===== src/rtl/gshare_br_predictor_if.sv =====
// Fetch/writeback bundle between the core and the gshare predictor.
// The core drives the master side; the predictor is the slave.
interface gshare_br_predictor_if #(
    parameter int unsigned HIST_BITS = 4,
    parameter int unsigned CNT_W     = 16
);
    logic [15:0]          if_pc;
    logic                 prediction_taken;
    logic [HIST_BITS-1:0] pred_ghr;
    logic                 ready;
    logic                 wb_isbranch;
    logic [15:0]          wb_pcplus2;
    logic [HIST_BITS-1:0] wb_ghr;
    logic                 wb_pred_taken;
    logic                 wb_actual_taken;
    logic [CNT_W-1:0]     branch_count;
    logic [CNT_W-1:0]     mispredict_count;

    modport master (
        output if_pc, wb_isbranch, wb_pcplus2, wb_ghr,
        output wb_pred_taken, wb_actual_taken,
        input  prediction_taken, pred_ghr, ready,
        input  branch_count, mispredict_count
    );

    modport slave (
        input  if_pc, wb_isbranch, wb_pcplus2, wb_ghr,
        input  wb_pred_taken, wb_actual_taken,
        output prediction_taken, pred_ghr, ready,
        output branch_count, mispredict_count
    );
endinterface


===== src/rtl/gshare_br_predictor.sv =====
// Global-history predictor with a table of 2-bit saturating counters.
// Define GSHARE_XOR_EN for the XOR-folded index; default is {pc,ghr}.
module gshare_br_predictor #(
    parameter int unsigned PC_BITS    = 4,
    parameter int unsigned HIST_BITS  = 4,
    parameter logic [1:0]  INIT_STATE = 2'b01,
    parameter int unsigned CNT_W      = 16
) (
    input logic clk,
    input logic rst_n,
    gshare_br_predictor_if.slave bp
);
`ifdef GSHARE_XOR_EN
    localparam int unsigned IDX_W = PC_BITS;
`else
    localparam int unsigned IDX_W = PC_BITS + HIST_BITS;
`endif
    localparam int unsigned DEPTH = 1 << IDX_W;

    typedef enum logic {S_INIT, S_RUN} state_e;

    function automatic logic [IDX_W-1:0] hash(
        input logic [PC_BITS-1:0]   p,
        input logic [HIST_BITS-1:0] h
    );
`ifdef GSHARE_XOR_EN
        logic [PC_BITS+HIST_BITS-1:0] hz;
        hz = {{PC_BITS{1'b0}}, h};
        return p ^ hz[PC_BITS-1:0];
`else
        return {p, h};
`endif
    endfunction

    state_e               state_q, state_d;
    logic [IDX_W-1:0]     init_idx_q, init_idx_d;
    logic [HIST_BITS-1:0] ghr_q, ghr_d;
    logic                 ready_q, ready_d;
    logic [CNT_W-1:0]     br_cnt_q, br_cnt_d;
    logic [CNT_W-1:0]     mis_cnt_q, mis_cnt_d;
    logic [1:0]           tbl_q [DEPTH];

    logic                 tbl_we;
    logic [IDX_W-1:0]     tbl_widx;
    logic [1:0]           tbl_wdata;
    logic [IDX_W-1:0]     ridx;
    logic [IDX_W-1:0]     widx;
    logic [15:0]          wb_pc;
    logic [1:0]           cur;
    logic [HIST_BITS:0]   ghr_sh;
    logic                 unused;

    assign ridx = hash(bp.if_pc[PC_BITS:1], ghr_q);
    assign bp.prediction_taken = (state_q == S_RUN) & tbl_q[ridx][1];
    assign bp.pred_ghr         = ghr_q;
    assign bp.ready            = ready_q;
    assign bp.branch_count     = br_cnt_q;
    assign bp.mispredict_count = mis_cnt_q;

    // Only the index bits of the PCs matter; the rest is deliberately dropped.
    assign unused = ^{bp.if_pc[15:PC_BITS+1], bp.if_pc[0],
                      wb_pc[15:PC_BITS+1], wb_pc[0], ghr_sh[HIST_BITS]};

    always_comb begin
        state_d    = state_q;
        init_idx_d = init_idx_q;
        ghr_d      = ghr_q;
        ready_d    = ready_q;
        br_cnt_d   = br_cnt_q;
        mis_cnt_d  = mis_cnt_q;
        tbl_we     = 1'b0;
        tbl_widx   = init_idx_q;
        tbl_wdata  = INIT_STATE;
        wb_pc      = bp.wb_pcplus2 - 16'd2;
        widx       = hash(wb_pc[PC_BITS:1], bp.wb_ghr);
        cur        = tbl_q[widx];
        ghr_sh     = {ghr_q, bp.wb_actual_taken};
        unique case (state_q)
            S_INIT: begin
                tbl_we     = 1'b1;
                init_idx_d = init_idx_q + 1'b1;
                if (&init_idx_q) begin
                    state_d = S_RUN;
                    ready_d = 1'b1;
                end
            end
            S_RUN: begin
                if (bp.wb_isbranch) begin
                    tbl_we   = 1'b1;
                    tbl_widx = widx;
                    if (bp.wb_actual_taken)
                        tbl_wdata = (cur == 2'b11) ? cur : cur + 2'd1;
                    else
                        tbl_wdata = (cur == 2'b00) ? cur : cur - 2'd1;
                    ghr_d = ghr_sh[HIST_BITS-1:0];
                    if (br_cnt_q != '1)
                        br_cnt_d = br_cnt_q + 1'b1;
                    if ((bp.wb_pred_taken != bp.wb_actual_taken)
                        && (mis_cnt_q != '1))
                        mis_cnt_d = mis_cnt_q + 1'b1;
                end
            end
            default: ;
        endcase
    end

    always_ff @(posedge clk or negedge rst_n) begin
        if (!rst_n) begin
            state_q    <= S_INIT;
            init_idx_q <= '0;
            ghr_q      <= '0;
            ready_q    <= 1'b0;
            br_cnt_q   <= '0;
            mis_cnt_q  <= '0;
        end else begin
            state_q    <= state_d;
            init_idx_q <= init_idx_d;
            ghr_q      <= ghr_d;
            ready_q    <= ready_d;
            br_cnt_q   <= br_cnt_d;
            mis_cnt_q  <= mis_cnt_d;
        end
    end

    // Table has no reset; the INIT sweep gives it defined contents.
    always_ff @(posedge clk) begin
        if (tbl_we)
            tbl_q[tbl_widx] <= tbl_wdata;
    end
endmodule


===== src/flat_wrapper.sv =====
// flat-port wrapper written by rule: the top's interface ports become plain ports
module gshare_br_predictor_flat 
#(
    parameter int unsigned PC_BITS    = 4,
    parameter int unsigned HIST_BITS  = 4,
    parameter logic [1:0]  INIT_STATE = 2'b01,
    parameter int unsigned CNT_W      = 16
)
  (clk, rst_n, bp_if_pc, bp_wb_isbranch, bp_wb_pcplus2, bp_wb_ghr, bp_wb_pred_taken, bp_wb_actual_taken, bp_prediction_taken, bp_pred_ghr, bp_ready, bp_branch_count, bp_mispredict_count);
  gshare_br_predictor_if #(.HIST_BITS(HIST_BITS), .CNT_W(CNT_W)) bp_i ();
  input logic clk;
  input logic rst_n;
  input wire logic [$bits(bp_i.if_pc)-1:0] bp_if_pc;
  input wire logic [$bits(bp_i.wb_isbranch)-1:0] bp_wb_isbranch;
  input wire logic [$bits(bp_i.wb_pcplus2)-1:0] bp_wb_pcplus2;
  input wire logic [$bits(bp_i.wb_ghr)-1:0] bp_wb_ghr;
  input wire logic [$bits(bp_i.wb_pred_taken)-1:0] bp_wb_pred_taken;
  input wire logic [$bits(bp_i.wb_actual_taken)-1:0] bp_wb_actual_taken;
  output wire logic [$bits(bp_i.prediction_taken)-1:0] bp_prediction_taken;
  output wire logic [$bits(bp_i.pred_ghr)-1:0] bp_pred_ghr;
  output wire logic [$bits(bp_i.ready)-1:0] bp_ready;
  output wire logic [$bits(bp_i.branch_count)-1:0] bp_branch_count;
  output wire logic [$bits(bp_i.mispredict_count)-1:0] bp_mispredict_count;
  assign bp_i.if_pc = bp_if_pc;
  assign bp_i.wb_isbranch = bp_wb_isbranch;
  assign bp_i.wb_pcplus2 = bp_wb_pcplus2;
  assign bp_i.wb_ghr = bp_wb_ghr;
  assign bp_i.wb_pred_taken = bp_wb_pred_taken;
  assign bp_i.wb_actual_taken = bp_wb_actual_taken;
  assign bp_prediction_taken = bp_i.prediction_taken;
  assign bp_pred_ghr = bp_i.pred_ghr;
  assign bp_ready = bp_i.ready;
  assign bp_branch_count = bp_i.branch_count;
  assign bp_mispredict_count = bp_i.mispredict_count;
  gshare_br_predictor #(.PC_BITS(PC_BITS), .HIST_BITS(HIST_BITS), .INIT_STATE(INIT_STATE), .CNT_W(CNT_W)) u_core (.clk(clk), .rst_n(rst_n), .bp(bp_i));
endmodule

===== config.mk =====
export PLATFORM = sky130hd
export DESIGN_NAME = gshare_br_predictor_flat
export DESIGN_NICKNAME = d
export VERILOG_FILES = /design/src/rtl/gshare_br_predictor_if.sv /design/src/rtl/gshare_br_predictor.sv /design/src/flat_wrapper.sv
export SDC_FILE = /design/constraint.sdc
export NUM_CORES = 1
export LEC_CHECK = 0
export CORE_MARGIN = 5
export CORE_UTILIZATION = 40
export DETAILED_ROUTE_END_ITERATION = 16
export HOLD_SLACK_MARGIN = 0.03
export PLACE_DENSITY = 0.64
export SETUP_SLACK_MARGIN = 0.3
export SYNTH_ARGS = -nofsm -noshare
export SYNTH_HDL_FRONTEND = slang
export SYNTH_SLANG_ARGS = --single-unit

===== constraint.sdc =====
create_clock -name clk -period 12.4 [get_ports clk]
set_clock_uncertainty 0.2 [all_clocks]
set_input_delay 1.24 -clock clk [delete_from_list [all_inputs] [get_ports clk]]
set_output_delay 1.24 -clock clk [all_outputs]
set_load 0.03 [all_outputs]

# Word level (Yosys, flattened, before mapping)
# Memory sizes are Yosys's and may differ from the RTL's.
# Cells that the tools add are included.
# word_totals
mem_bits_rw	512
wordCells	39
register_bits	46
input_bits	41
memories	1
out_inout_bits	38
# classes
n_addsub	6
n_bitwise	2
n_reduce_logical	7
n_eq_ne	4
n_mux	13
# mem_list
name	words	width	read_ports	rd_clocked_by_memory_dff	wr	line_no	text
u_core.tbl_q	256	2	2	0	1	gshare_br_predictor.sv:41	logic [1:0] tbl_q [DEPTH];
# ops
op	n
16-bit by 1-bit adder with 16-bit output, second input constant	2
16-bit != test, second input constant	2
8-bit two-way mux	2
2-bit two-way mux	5
9-bit AND reduction	1
8-bit by 1-bit adder with 8-bit output, second input constant	1
8-bit AND reduction	1
3-bit AND reduction	2
1-bit two-way mux	5
5-bit by 2-bit subtractor with 5-bit output, second input constant	1
2-bit by 1-bit adder with 2-bit output, second input constant	1
2-bit == test, second input constant	1
2-bit logical NOT	1
1-bit one-hot mux with 2 select lines	1
2-bit AND reduction	1
2-bit by 1-bit subtractor with 2-bit output, second input constant	1
1-bit bitwise AND	1
1-bit logical AND	1
1-bit != test	1
1-bit inverter	1

# Logic depth before layout (Yosys ltp)
# An unclocked memory read counts as a cell.
# logic_depth
ltp_word	7
mapped_depth	13
mapped_depth_nobuf	10

# Least setup slack after synthesis
# OpenSTA, ideal clock, no wires.
# synth_path
kind	input to register
startpoint	input bp_wb_pcplus2[1]
endpoint	memory u_core.tbl_q[0][1] (data pin)
cell_stages	13
t_arrival_ns	10.563
path_slack_ns	0.064
setup_ns	1.573
path_cell_list	buf_2 clkinv_1 clkbuf_1 clkbuf_1 ha_1 xnor2_1 nor3_1 nor3b_1 a2111oi_0 nand4_1 o31ai_1 o21ai_1 a21oi_1
# synth_via
elab_chain_cells	7
word_cells_on_any_way	11
classes_between	add/sub: 3; eq/ne: 1; mux: 5; reduce/logical: 1; memory: 1
# synth_lines
element	line_no	text
start, declared	flat_wrapper.sv:15	input wire logic [$bits(bp_i.wb_pcplus2)-1:0] bp_wb_pcplus2;
5-bit by 2-bit subtractor with 5-bit output *	gshare_br_predictor.sv:74	wb_pc = bp.wb_pcplus2 - 16'd2;
memory 256 x 2 bit *	n/a	
2-bit by 1-bit subtractor with 2-bit output, or another cell as far along	gshare_br_predictor.sv:94	tbl_wdata = (cur == 2'b00) ? cur : cur - 2'd1;
2-bit two-way mux (on tied branches)	gshare_br_predictor.sv:94, gshare_br_predictor.sv:92	
2-bit two-way mux *	gshare_br_predictor.sv:91	if (bp.wb_actual_taken)
2-bit two-way mux *	gshare_br_predictor.sv:88	if (bp.wb_isbranch) begin
2-bit two-way mux *	gshare_br_predictor.sv:78	unique case (state_q)
named net u_core.tbl_wdata[1]	gshare_br_predictor.sv:45	logic [1:0] tbl_wdata;
end, declared	gshare_br_predictor.sv:41	
# The timed path passes the listed nets; every way through them passes the cells marked *.

# Worst setup path in the final report
# layout_path
startpoint	register u_core.ghr_q[0], in the netlist u_core.bp.pred_ghr[0]
endpoint	output bp_prediction_taken
# layout_via
elab_chain_cells	2
# layout_lines
element	line_no	text
start, declared	gshare_br_predictor.sv:37	logic [HIST_BITS-1:0] ghr_q, ghr_d;
start signal, assigned	gshare_br_predictor.sv:118	ghr_q <= ghr_d;
memory 256 x 2 bit	n/a	
1-bit bitwise AND	gshare_br_predictor.sv:54	assign bp.prediction_taken = (state_q == S_RUN) & tbl_q[ridx][1];
end, declared	flat_wrapper.sv:19	output wire logic [$bits(bp_i.prediction_taken)-1:0] bp_prediction_taken;
# No other way between the ends.

==> key figures <==
Drt
  – Post-DRT Antenna Nets: 0
  – # DRC: 0
  – Total number of vias: 14,380
  – Detailed Route Iter0 Violations: 1,643
  – First-pass DRT Iterations: 5
  – DRT Wirelength: 63,840 um
  – Vias per cell: 5.899
  – WL/cell: 26.20 um

STA
  – Tmin final: 6.643 ns
  – Fin Hold WS: 0.2611 ns
  – Slew Viols, Final: 0
  – Period utilisation layout: 53.57%
  – Worst-Margin Slew: 1.186 ns
  – Final setup violation count: 0
  – RSZ-0062 raised after global routing: false
  – Slew Limit Headroom: 18.86%
  – Total negative slack: 0 ns
  – Final worst slack: 5.757 ns
  – Maximum clock frequency: 150.5 MHz
  – Final hold violation count: 0

Clock tree
  – CTS Buf Count: 58
  – CTS H-Tree Depth: 2
  – CTS Root Cell: clkbuf_16
  – Worst-path clk slew: 0.06 ns
  – Clock buffer depth: 3
  – CTS Sinks: 558
  – Cts hold-fix bufs: 0
  – CTS tree: done
  – Post-CTS Setup Inserts: 0
  – Clk Latency, worst-skew pair: 0.63 ns
  – Post-CTS resize count: 0

Synthesis
  – Synth Register Bits: 558
  – Register area share after synthesis: 65.70%
  – Syn. warnings: 0
  – Synth Flop Type: edfxtp_1
  – Cell taking the most area after synthesis: edfxtp_1
  – Post-synthesis instance total: 1,499
  – Synth area leaders: edfxtp_1 (61%), mux4_2 (18%), dfrtp_1 (4.6%)
  – Post-synthesis average cell area: 16.78 um2
  – Asr flop ratio synth: 8.244%
  – Synth top area share: 61.13%
  – Syn_nets: 1,544
  – Synth unique cells: 57
  – Post-synth EDFFs: 512
  – Mapped cell area: 25,150 um2

Place
  – Dpl ws: 5.279 ns
  – Port bufs: 54
  – Final HPWL DP: 38,770 um
  – Final GP Congestion: 0.8443
  – Placed Instances: 2,327
  – Dpl cell area: 26,520 um2

Global routing
  – Initial antenna violation count: 0
  – First-pass GRT wire length: 94,600 um
  – Largest net degree at the start of global routing: 121
  – Total GRT Usage: 18.69%
  – Vias in the first global route: 14,670
  – Total gr overflow: 0

Pwr
  – Combinational fraction of design power: 2.7%
  – Flop pwr share: 51.2%
  – Max VDD drop: 0.09458 mV
  – Leak: 0.008569 uW
  – Internal Power: 3147 uW
  – Pwr/cell area: 138.6 nW/um2
  – Clk pwr share: 46.1%
  – Switching Share: 20.43%
  – Psw: 808.1 uW

Setup path
  – Critical path capture point type: output port
  – R2R setup slack: 7.59 ns
  – Most used cell, CP: mux4_2
  – Crit path max-delay cell type: dfrtp_4
  – CP cell instances: buf_4, mux4_2, mux4_2, mux4_2, mux2_2, o211a_1, clkdlybuf4s50_1
  – Reg2reg path depth: 10
  – WP data required: 10.96 ns
  – Worst flop-to-flop path endpoint: u_core.tbl_q[113][0]
  – Crit-path max cell delay: 0.86 ns
  – Crit-path max FO: 36
  – Worst r2r src: u_core.tbl_q[91][1]
  – Critical Path AT: 5.20 ns
  – Type of origin of the critical path: register
  – Critical path type: register to output port

Min path
  – Hold Path Sink: u_core.bp.ready
  – WHS Path Cells: 1
  – Worst Min Path Start: u_core.bp.ready
  – Worst min path class: register to register

Cells and area
  – Final Instance Area: 28,540 um2
  – Number of antenna diodes: 0
  – Share of cells above drive strength 1: 22.69%
  – P&R area growth vs syn: 13.46%
  – Fin cells: 2,437
  – Final Net Count: 1,586

Floorplanning
  – FP Rows: 92
  – Die Wd: 260.8 um
  – Overall die height: 260.8 um
  – Core region area: 62,740 um2
  – Starting Density: 40.09%
  – # IOs: 79
  – Die ar.: 68,000 um2

Status
  – Status: finished clean

Job
  – Max_cap viols: 0
final cells by class:
class	instances	area [um2]
clock buffer	75	1608
multi-input combinational	829	8133
inverter	9	33.78
clock inverter	35	412.9
sequential	558	16530
timing repair buffer	85	758.2
fill	5391	34200
tap	846	1059
kinds of logic (layout without fill, tap and decap cells):
kind of cell	Yosys count	after routing	share of synthesized area [%]
AOI/OAI and AO/OA	99	99	2.860
xor gates and xnor gates	41	41	1.428
adders and majority gates	4	4	0.1990
buffers and inverters	112	204	2.054
DFF	558	558	65.70
muxes	266	266	20.75
and+or+nand+nor	419	419	7.004
sequential cells by signal, summed over array words and instances (netlist names):
register,count
u_core.bp.branch_count,16
u_core.bp.mispredict_count,16
u_core.bp.pred_ghr,4
u_core.bp.ready,1
u_core.init_idx_q,8
u_core.state_q,1
u_core.tbl_q,512
how the worst max path moves through the flow:
| stage | start | end | slack, ns | depth (start not counted) |
|---|---|---|---|---|
| after floorplan | bp_wb_pcplus2[1] | u_core.tbl_q[0][0] | 0.82 | 12 |
| after global placement | bp_wb_ghr[0] | u_core.tbl_q[93][0] | 5.41 | 12 |
| after detailed placement | bp_wb_ghr[0] | u_core.tbl_q[87][0] | 5.28 | 12 |
| after CTS | u_core.bp.pred_ghr[0] | bp_prediction_taken | 5.64 | 7 |
| after global routing | u_core.bp.pred_ghr[0] | bp_prediction_taken | 5.50 | 7 |
| final | u_core.bp.pred_ghr[0] | bp_prediction_taken | 5.76 | 7 |
cells in the final DEF (no fill, tap or decap), types with 4 or more instances in the layout:
master,Yosys,routed
clkdlybuf4s50_1,0,48
clkbuf_8,0,6
clkinv_2,0,15
nand3_1,16,16
nor3_1,11,11
nand3b_1,4,4
a21oi_1,12,11
xor2_1,18,18
dfrtp_1,46,44
a2111oi_0,5,5
nand2_1,67,67
inv_6,0,4
and2_1,6,6
ha_1,4,4
o21ai_0,12,12
mux2i_1,49,49
nand2b_1,7,7
clkbuf_1,60,10
o221ai_1,15,15
clkinvlp_4,0,4
clkbuf_16,0,60
xnor2_1,23,23
o22ai_1,12,12
o32ai_1,4,4
mux2_2,14,14
a211oi_1,8,8
edfxtp_1,512,512
buf_2,20,4
buf_4,13,31
o31ai_1,4,4
nor2b_1,5,5
and3_1,7,7
mux4_2,203,203
a22oi_1,4,4
and4_1,6,6
bufinv_16,0,8
inv_1,8,8
nand4_1,8,8
nor2_1,274,274
per-layer routing:
layer	global-route usage (%)	part of all wire [%]
met5	0	0
met4	6.061	3.0
met3	3.106	7.6
met2	30.03	47
met1	26.32	42
worst max-delay path, delay by kind of cell, from the launching register on:
family | cells | cell delay [ns]
muxes | 4 | 1.95
AOI/OAI and AO/OA | 1 | 0.31
DFF | 1 | 0.86
buffers and inverters | 2 | 1.41
through the flow:
| stage | total power [uW] | utilization [%] |
|---|---|---|
| final | 3955 | 45.49 |
| after global routing | 4072 | 45.49 |
| after CTS | 3983 | 45.49 |
| after detailed placement | 2170 | 42.27 |
| after global placement | 2169 | 42.27 |
| after floorplan | 2134 | - |
cell usage after synthesis, drive strengths merged, types with 5 or more instances:
cell,number
a2111oi,5
a211oi,8
a21oi,12
and2,7
and3,7
and4,6
buf,43
clkbuf,60
dfrtp,46
edfxtp,512
inv,8
mux2,14
mux2i,49
mux4,203
nand2,67
nand2b,7
nand3,16
nand4,8
nor2,274
nor2b,5
nor3,11
o21ai,15
o221ai,15
o22ai,12
xnor2,23
xor2,18
power by group through the flow:
stage / clock (uW) / sequential, uW / combinational (uW)
after floorplan: 0 / 2060 / 70.1
after global placement: 0 / 2060 / 105
after detailed placement: 0 / 2060 / 106
after CTS: 1850 / 2020 / 106
after global routing: 1940 / 2020 / 112
final: 1820 / 2020 / 106
No activity file was read; power rests on OpenSTA's default activity.
